$ cat config.mk
export PLATFORM = sky130hd
export DESIGN_NAME = uart_tx_cfg
export DESIGN_NICKNAME = d
export VERILOG_FILES = /design/src/rtl/uart_tx_cfg.sv
export SDC_FILE = /design/constraint.sdc
export NUM_CORES = 1
export LEC_CHECK = 0
export BUFFER_PORTS_ARGS = -buffer_cell sky130_fd_sc_hd__buf_2
export CORE_MARGIN = 1.5
export CORE_UTILIZATION = 35
export CTS_BUF_LIST = sky130_fd_sc_hd__clkbuf_4
export DETAILED_ROUTE_END_ITERATION = 8
export PLACE_DENSITY_LB_ADDON = 0.05
export SYNTH_ARGS = -nofsm -noshare
export SYNTH_HDL_FRONTEND = slang
export SYNTH_SLANG_ARGS = --single-unit
export TNS_END_PERCENT = 30
$ cat constraint.sdc
create_clock -name clk_i -period 3.4 [get_ports clk_i]
set_input_delay 0.34 -clock clk_i [delete_from_list [all_inputs] [get_ports clk_i]]
set_output_delay 0.34 -clock clk_i [all_outputs]
set_load 0.01 [all_outputs]
$ cat src/rtl/uart_tx_cfg.sv
// Runtime-configurable UART transmitter: start bit, 1..DATA_W data bits LSB first,
// optional even/odd parity, 1 or 2 stop bits, timed by the baud generator's oversampling tick.
module uart_tx_cfg #(
  parameter int unsigned DATA_W  = 8,
  parameter int unsigned OS_TICK = 16
) (
  input  logic              clk_i,
  input  logic              reset_i,
  input  logic              s_tick_i,
  input  logic              tx_valid_i,
  output logic              tx_ready_o,
  input  logic [DATA_W-1:0] tx_data_i,
  input  logic [3:0]        cfg_dbits_i,
  input  logic [1:0]        cfg_par_i,
  input  logic              cfg_stop2_i,
  output logic              tx_o,
  output logic              busy_o,
  output logic              tx_done_tick_o
);

  localparam int unsigned SW = $clog2(2 * OS_TICK);
  localparam logic [SW-1:0] SLast1 = SW'(OS_TICK - 1);
  localparam logic [SW-1:0] SLast2 = SW'(2 * OS_TICK - 1);

  typedef enum logic [2:0] {StIdle, StStart, StData, StParity, StStop} state_e;

  state_e            state_q, state_d;
  logic [SW-1:0]     s_q, s_d;
  logic [3:0]        n_q, n_d;
  logic [DATA_W-1:0] shreg_q, shreg_d;
  logic [3:0]        dbits_q, dbits_d;
  logic              par_en_q, par_en_d;
  logic              par_bit_q, par_bit_d;
  logic              stop2_q, stop2_d;
  logic              tx_q, tx_d;
  logic              done_q, done_d;

  logic [3:0]        eff_dbits;
  logic [DATA_W-1:0] masked;
  logic [SW-1:0]     s_last;
  logic              tick_end;

  // Out-of-range lengths fall back to the full width; unused data bits are zeroed so the
  // parity reduction covers only the bits that go on the line.
  always_comb begin
    eff_dbits = cfg_dbits_i;
    if (cfg_dbits_i == 4'd0 || 32'(cfg_dbits_i) > DATA_W) eff_dbits = 4'(DATA_W);
    masked = '0;
    for (int unsigned i = 0; i < DATA_W; i++) begin
      masked[i] = tx_data_i[i] & (i < 32'(eff_dbits));
    end
  end

  assign s_last   = (state_q == StStop && stop2_q) ? SLast2 : SLast1;
  assign tick_end = s_tick_i && (s_q == s_last);

  always_comb begin
    state_d   = state_q;
    s_d       = s_q;
    n_d       = n_q;
    shreg_d   = shreg_q;
    dbits_d   = dbits_q;
    par_en_d  = par_en_q;
    par_bit_d = par_bit_q;
    stop2_d   = stop2_q;
    tx_d      = tx_q;
    done_d    = 1'b0;

    if (state_q != StIdle && s_tick_i) s_d = tick_end ? '0 : s_q + SW'(1);

    unique case (state_q)
      StIdle: begin
        tx_d = 1'b1;
        if (tx_valid_i) begin
          state_d   = StStart;
          s_d       = '0;
          n_d       = '0;
          tx_d      = 1'b0;
          shreg_d   = masked;
          dbits_d   = eff_dbits;
          par_en_d  = (cfg_par_i == 2'b01) || (cfg_par_i == 2'b10);
          par_bit_d = (^masked) ^ (cfg_par_i == 2'b10);
          stop2_d   = cfg_stop2_i;
        end
      end
      StStart: begin
        if (tick_end) begin
          state_d = StData;
          tx_d    = shreg_q[0];
        end
      end
      StData: begin
        if (tick_end) begin
          shreg_d = shreg_q >> 1;
          n_d     = n_q + 4'd1;
          if (n_q == dbits_q - 4'd1) begin
            state_d = par_en_q ? StParity : StStop;
            tx_d    = par_en_q ? par_bit_q : 1'b1;
          end else begin
            tx_d = shreg_q[1];
          end
        end
      end
      StParity: begin
        if (tick_end) begin
          state_d = StStop;
          tx_d    = 1'b1;
        end
      end
      StStop: begin
        if (tick_end) begin
          state_d = StIdle;
          tx_d    = 1'b1;
          done_d  = 1'b1;
        end
      end
      default: begin
        state_d = StIdle;
        tx_d    = 1'b1;
      end
    endcase
  end

  always_ff @(posedge clk_i) begin
    if (reset_i) begin
      state_q   <= StIdle;
      s_q       <= '0;
      n_q       <= '0;
      shreg_q   <= '0;
      dbits_q   <= '0;
      par_en_q  <= 1'b0;
      par_bit_q <= 1'b0;
      stop2_q   <= 1'b0;
      tx_q      <= 1'b1;
      done_q    <= 1'b0;
    end else begin
      state_q   <= state_d;
      s_q       <= s_d;
      n_q       <= n_d;
      shreg_q   <= shreg_d;
      dbits_q   <= dbits_d;
      par_en_q  <= par_en_d;
      par_bit_q <= par_bit_d;
      stop2_q   <= stop2_d;
      tx_q      <= tx_d;
      done_q    <= done_d;
    end
  end

  assign tx_ready_o     = (state_q == StIdle);
  assign busy_o         = (state_q != StIdle);
  assign tx_o           = tx_q;
  assign tx_done_tick_o = done_q;

endmodule

Word level (Yosys, flattened, before mapping)
Cells that the tools add are included.
{ "word_totals": {"register_bits": 29, "latchBits": 0, "mem_bits_rw": 0, "romBits": 0, "input_bits": 19, "output_inout_bits": 4, "word_cells": 91, "mem_count": 0} }
{ "classes": {"add_sub_neg": 3, "mul": 0, "div_mod_pow": 0, "magnitude_cmp": 9, "eq_ne": 15, "shifts": 0, "muxes": 28, "bitwise_logic": 10, "reduce_logical": 16} }
{ "ops": {"columns": ["cell", "count"], "rows": [
  ["2-to-1 mux 5 bit", 5],
  ["2-to-1 mux 3 bit", 7],
  ["less-than comparator 3 x 4 -> 1 bit (first input constant)", 4],
  ["2-to-1 mux 8 bit", 2],
  ["one-hot mux 8 bit (2 select lines)", 1],
  ["one-hot mux 3 bit (5 select lines)", 1],
  ["2-to-1 mux 4 bit", 3],
  ["!= test 2 bit (second input constant)", 6],
  ["AND 1 bit", 8],
  ["less-than comparator 1 x 4 -> 1 bit (first input constant)", 2],
  ["less-than comparator 2 x 4 -> 1 bit (first input constant)", 2],
  ["one-hot mux 4 bit (2 select lines)", 1],
  ["XOR reduction 8 bit", 1],
  ["2-to-1 mux 1 bit", 7],
  ["== test 3 x 2 -> 1 bit (second input constant)", 2],
  ["AND reduction 3 bit", 2],
  ["AND reduction 6 bit", 1],
  ["adder 5 x 1 -> 5 bit (second input constant)", 1],
  ["== test 5 bit", 1],
  ["adder 4 x 1 -> 4 bit (second input constant)", 1],
  ["== test 4 bit", 1],
  ["greater-than comparator 4 bit (second input constant)", 1],
  ["logical NOT 4 bit", 1],
  ["one-hot mux 1 bit (4 select lines)", 1],
  ["other kinds (15)", 19]
]} }

Depth between registers and ports, before layout
{ "logic_depth": {"ltp_word": 9, "depth_mapped": 8, "mapped_depth_nobuf": 8} }

Worst setup path after synthesis
Ideal clock, no wire load.
{ "synth_path": {"path_type": "reg2reg", "from": "register dbits_q[0]", "to": "register state_q[2]", "setup_time_ps": 101, "arrival_time_ps": 1684, "required_ps": 3299, "setup_slack_ps": 1615, "stages_incl_launch_ff": 8, "n_path_buf": 0, "synth_period_minus_slack_ps": 1785, "path_cell_list": "dfxtp_1 > inv_1 > ha_1 > xor2_1 > nor4_1 > o311ai_2 > o21ba_2 > o41ai_1"} }
{ "synth_between": {"elab_chain_cells": 4} }
{ "synth_lines": {"columns": ["item", "line_no", "rtl"], "rows": [
  ["start, declared", "31", "logic [3:0] dbits_q, dbits_d;"],
  ["start signal, assigned", "141", "dbits_q <= dbits_d;"],
  ["subtractor 4 x 1 -> 4 bit", "96", "if (n_q == dbits_q - 4'd1) begin"],
  ["== test 4 bit", "96", null],
  ["!= test 2 bit (no source line)", null, null],
  ["AND reduction 6 bit (no source line)", null, null],
  ["end signal, assigned", "126", "state_q <= StIdle;"],
  ["end signal, assigned", "137", "state_q <= state_d;"],
  ["end, declared", "27", "state_e state_q, state_d;"]
]} }
No other way between the ends.
A chain may end at the register's enable or synchronous reset.

Final worst setup path
{ "layout_path": {"from": "register state_q[1]", "to": "register n_q[3]"} }
{ "layout_between": {"elab_chain_cells": 7, "word_cells_on_any_way": 12, "cone_classes": "5 x eq/ne; 2 x mux; 5 x reduce/logical"} }
{ "layout_lines": {"columns": ["item", "line_no", "rtl"], "rows": [
  ["== test 3 bit", "54", "assign s_last = (state_q == StStop && stop2_q) ? SLast2 : SLast1;"],
  ["logical AND 1 bit", "54", null],
  ["2-to-1 mux 5 bit", "54", null],
  ["== test 5 bit", "55", "assign tick_end = s_tick_i && (s_q == s_last);"],
  ["logical AND 1 bit", "55", null],
  ["!= test 2 bit (no source line)", null, null],
  ["AND reduction 3 bit (no source line)", null, null],
  ["end signal, assigned", "139", "n_q <= n_d;"],
  ["end, declared", "29", "logic [3:0] n_q, n_d;"]
]} }
Parallel ways exist; a longest one is shown, timed or not.

==> results by group <==
Clock network
  • Clk Latency, worst-skew pair: 0.32 ns
  • Postcts setup bufs: 0
  • Worst-path clk slew: 0.10 ns
  • Max Buffers Root-to-Sink: 2
  • CTS buffer count: 5
  • # resized after CTS: 0
  • H-tree depth: 2
  • Clk sinks: 29
  • Cts hold-fix bufs: 0
  • Clock root buffer: clkbuf_4
  • CTS tree: yes

Place
  • Post-DP Area: 1880 um2
  • Routability congestion estimate from global placement: 0.811
  • HPWL after DPL: 3170 um
  • Port bufs: 22
  • Worst Setup Slack post-DPL: 1.19 ns

Worst setup path
  • Critical path endpoint category: flip-flop
  • Critical R2R Launch: state_q[1]
  • Crit path max fanout: 12
  • R2R depth: 5
  • Worst path max stage delay: 0.71 ns
  • CP Cell Sequence: inv_1 -> nor3_2 -> a31oi_4 -> or3_1 -> a21oi_1
  • Reg2reg end: n_q[3]
  • Reg2reg setup slack: 1.20 ns
  • Required time of the worst setup path: 3.65 ns
  • Critical Path AT: 2.45 ns
  • Type of element launching the critical path: flip-flop
  • Crit path launch: state_q[1]
  • WS Path Type: reg2reg
  • Slowest cell on the critical path: nor3_2

STA
  • FMAX: 0.455 GHz
  • Slew Limit Headroom: 39.5%
  • Final Critical Period: 2.20 ns
  • Worst setup margin: 1.20 ns
  • Fin. Hold Viols: 0
  • RSZ-0062 raised after global routing: false
  • Final slew viol count: 0
  • Final TNS setup: 0 ns
  • # setup viols final: 0
  • Clk_skew: 0.00978 ns
  • Worst slew pin tran: 0.903 ns
  • Tcrit/Tclk final: 64.6%

Power
  • Power per cell area: 356 nW/um2
  • VDD IR max: 0.217 mV
  • Seq pwr share: 53.7%
  • Net Switching: 0.208 mW
  • Clk network pwr share: 28.4%
  • Int Power: 0.481 mW
  • Total Power: 0.689 mW
  • Leakage power: 0.726 nW
  • Sw Share: 30.2%
  • Comb pwr share: 18.0%

GRT
  • GR Overflow Total: 0
  • First-pass GRT wire length: 6960 um
  • GRT Total Usage: 17.0%
  • Initial antenna violation count: 0
  • Largest net degree at the start of global routing: 24
  • Vias in the first global route: 1497

Die
  • Die Wd: 73.9 um
  • Initial Util: 36.8%
  • Core Region: 4790 um2
  • Die Ht: 73.9 um
  • Die area: 5470 um2
  • Core Rows: 25
  • Top Ports: 23

Drt
  • WL final: 4270 um
  • # DRC: 0
  • Vias per Instance: 5.38
  • DR WL/cell: 14.2 um
  • DR vias: 1615
  • Antenna Nets Post-Route: 0
  • First drt pass iteration count: 5
  • Iter 0 DRT Violations: 127

Min path
  • Hold Crit Class: in2reg
  • Hold path endpoint: stop2_q
  • Min-delay src: cfg_stop2_i
  • Hold Path Depth: 3

Synthesis
  • EDFF count, synth: 0
  • Yosys warning total: 0
  • Post-synth top cells: 29 x dfxtp_1, 27 x nor2_1, 26 x nand2_1
  • Post-synth ARST share: 0%
  • Count leader, synth: dfxtp_1
  • Synth top area share: 33.0%
  • Mapped Cells: 213
  • Synth top area cells: dfxtp_1 33%, nor2_1 5.8%, nand2_1 5.5%, xor2_1 3.5%, a21oi_1 3.4%
  • Synthesized area: 1760 um2
  • Seq/Total Area, Yosys: 33.0%
  • Distinct cell type count after synthesis: 52
  • Syn Area/Cell: 8.27 um2
  • Most area-hungry cell type in the Yosys netlist: dfxtp_1
  • Synth Flop Type: dfxtp_1
  • #FFs+latches synth: 29
  • Syn Nets: 236

Final layout
  • Layout cells sized above 1: 18.5%
  • Final nets: 255
  • Ant diodes: 0
  • Post-layout util: 40.4%
  • Fin area: 1930 um2
  • Area Overhead vs Synth: 9.80%

Run status
  • Run status: finished clean

Flow run
  • Max Cap Violations: 0
## worst max path at each step
stage	end	slack (ns)	cells after the start
2_1_floorplan	state_q[2]	1.61	7
4_1_cts	n_q[3]	1.20	5
5_1_grt	n_q[3]	1.06	5
6_report	n_q[3]	1.20	5
3_5_place_dp	n_q[3]	1.19	5
3_3_place_gp	n_q[3]	1.22	5
## registers in the layout, summed over array words and instances, names as in the netlist, 3 cells and up
name     cells
state_q      3
shreg_q      8
n_q          4
s_q          5
dbits_q      4
## layer usage
metal	global-route usage [%]	vias up	wire (um)	part of all wire, %
li1	-	801	-	-
met1	21.1	753	1950	46
met2	28.0	54	2050	48
met3	4.61	7	226	5.3
met4	6.58	0	49	1.1
met5	0	-	0	0
## critical path, delay by kind of cell (launching register included)
family,cells,cell delay (ns)
flops,1,0.46
buf+inv,1,0.16
simple gates,2,1.11
compound gates,2,0.40
## area by class of cell
type	instances	area [um2]
inverters	10	37.5
fillers	501	2850
clock buffers	5	37.5
repair buffers	22	110
clock inverters	3	12.5
multi-input cells	164	1070
flip-flops and latches	29	581
well taps	67	83.8
## stage by stage
step | std cells | hold WS (ns)
2_1_floorplan | 213 | 0.437
3_3_place_gp | 292 | 0.464
3_5_place_dp | 292 | 0.461
4_1_cts | 300 | 0.253
5_1_grt | 300 | 0.246
6_report | 300 | 0.274
## power groups by stage
stage | clock [mW] | sequential [mW] | combinational [mW]
after floorplan | 0 | 0.372 | 0.0931
after global placement | 0 | 0.377 | 0.121
after CTS | 0.204 | 0.370 | 0.124
after global routing | 0.222 | 0.373 | 0.139
after detailed placement | 0 | 0.378 | 0.124
final | 0.196 | 0.370 | 0.124
## cell families (layout without fill, tap and decap cells)
kind of cell / Yosys count / count (layout) / synth area share, %
AOI/OAI and AO/OA: 50 / 50 / 21.9
xor gates and xnor gates: 12 / 12 / 7.81
adders and majority gates: 4 / 4 / 2.84
buffers and inverters: 20 / 40 / 6.18
DFF: 29 / 29 / 33.0
and+or+nand+nor: 98 / 98 / 28.3
## placed cells by master, fill, tap and decap left out, types with 3 or more instances in the layout
cell / count
clkbuf_4: 5
a311oi_1: 4
nand3_1: 9
nor3_1: 7
or3_1: 3
o21ai_0: 10
nand2_1: 26
inv_1: 10
nand3b_1: 3
a211oi_1: 4
xor2_1: 7
ha_1: 4
nand4_1: 5
nor2_1: 27
dfxtp_1: 29
buf_2: 22
xnor2_1: 3
a21oi_1: 12
Note: power is estimated with default switching activity, not from simulation.
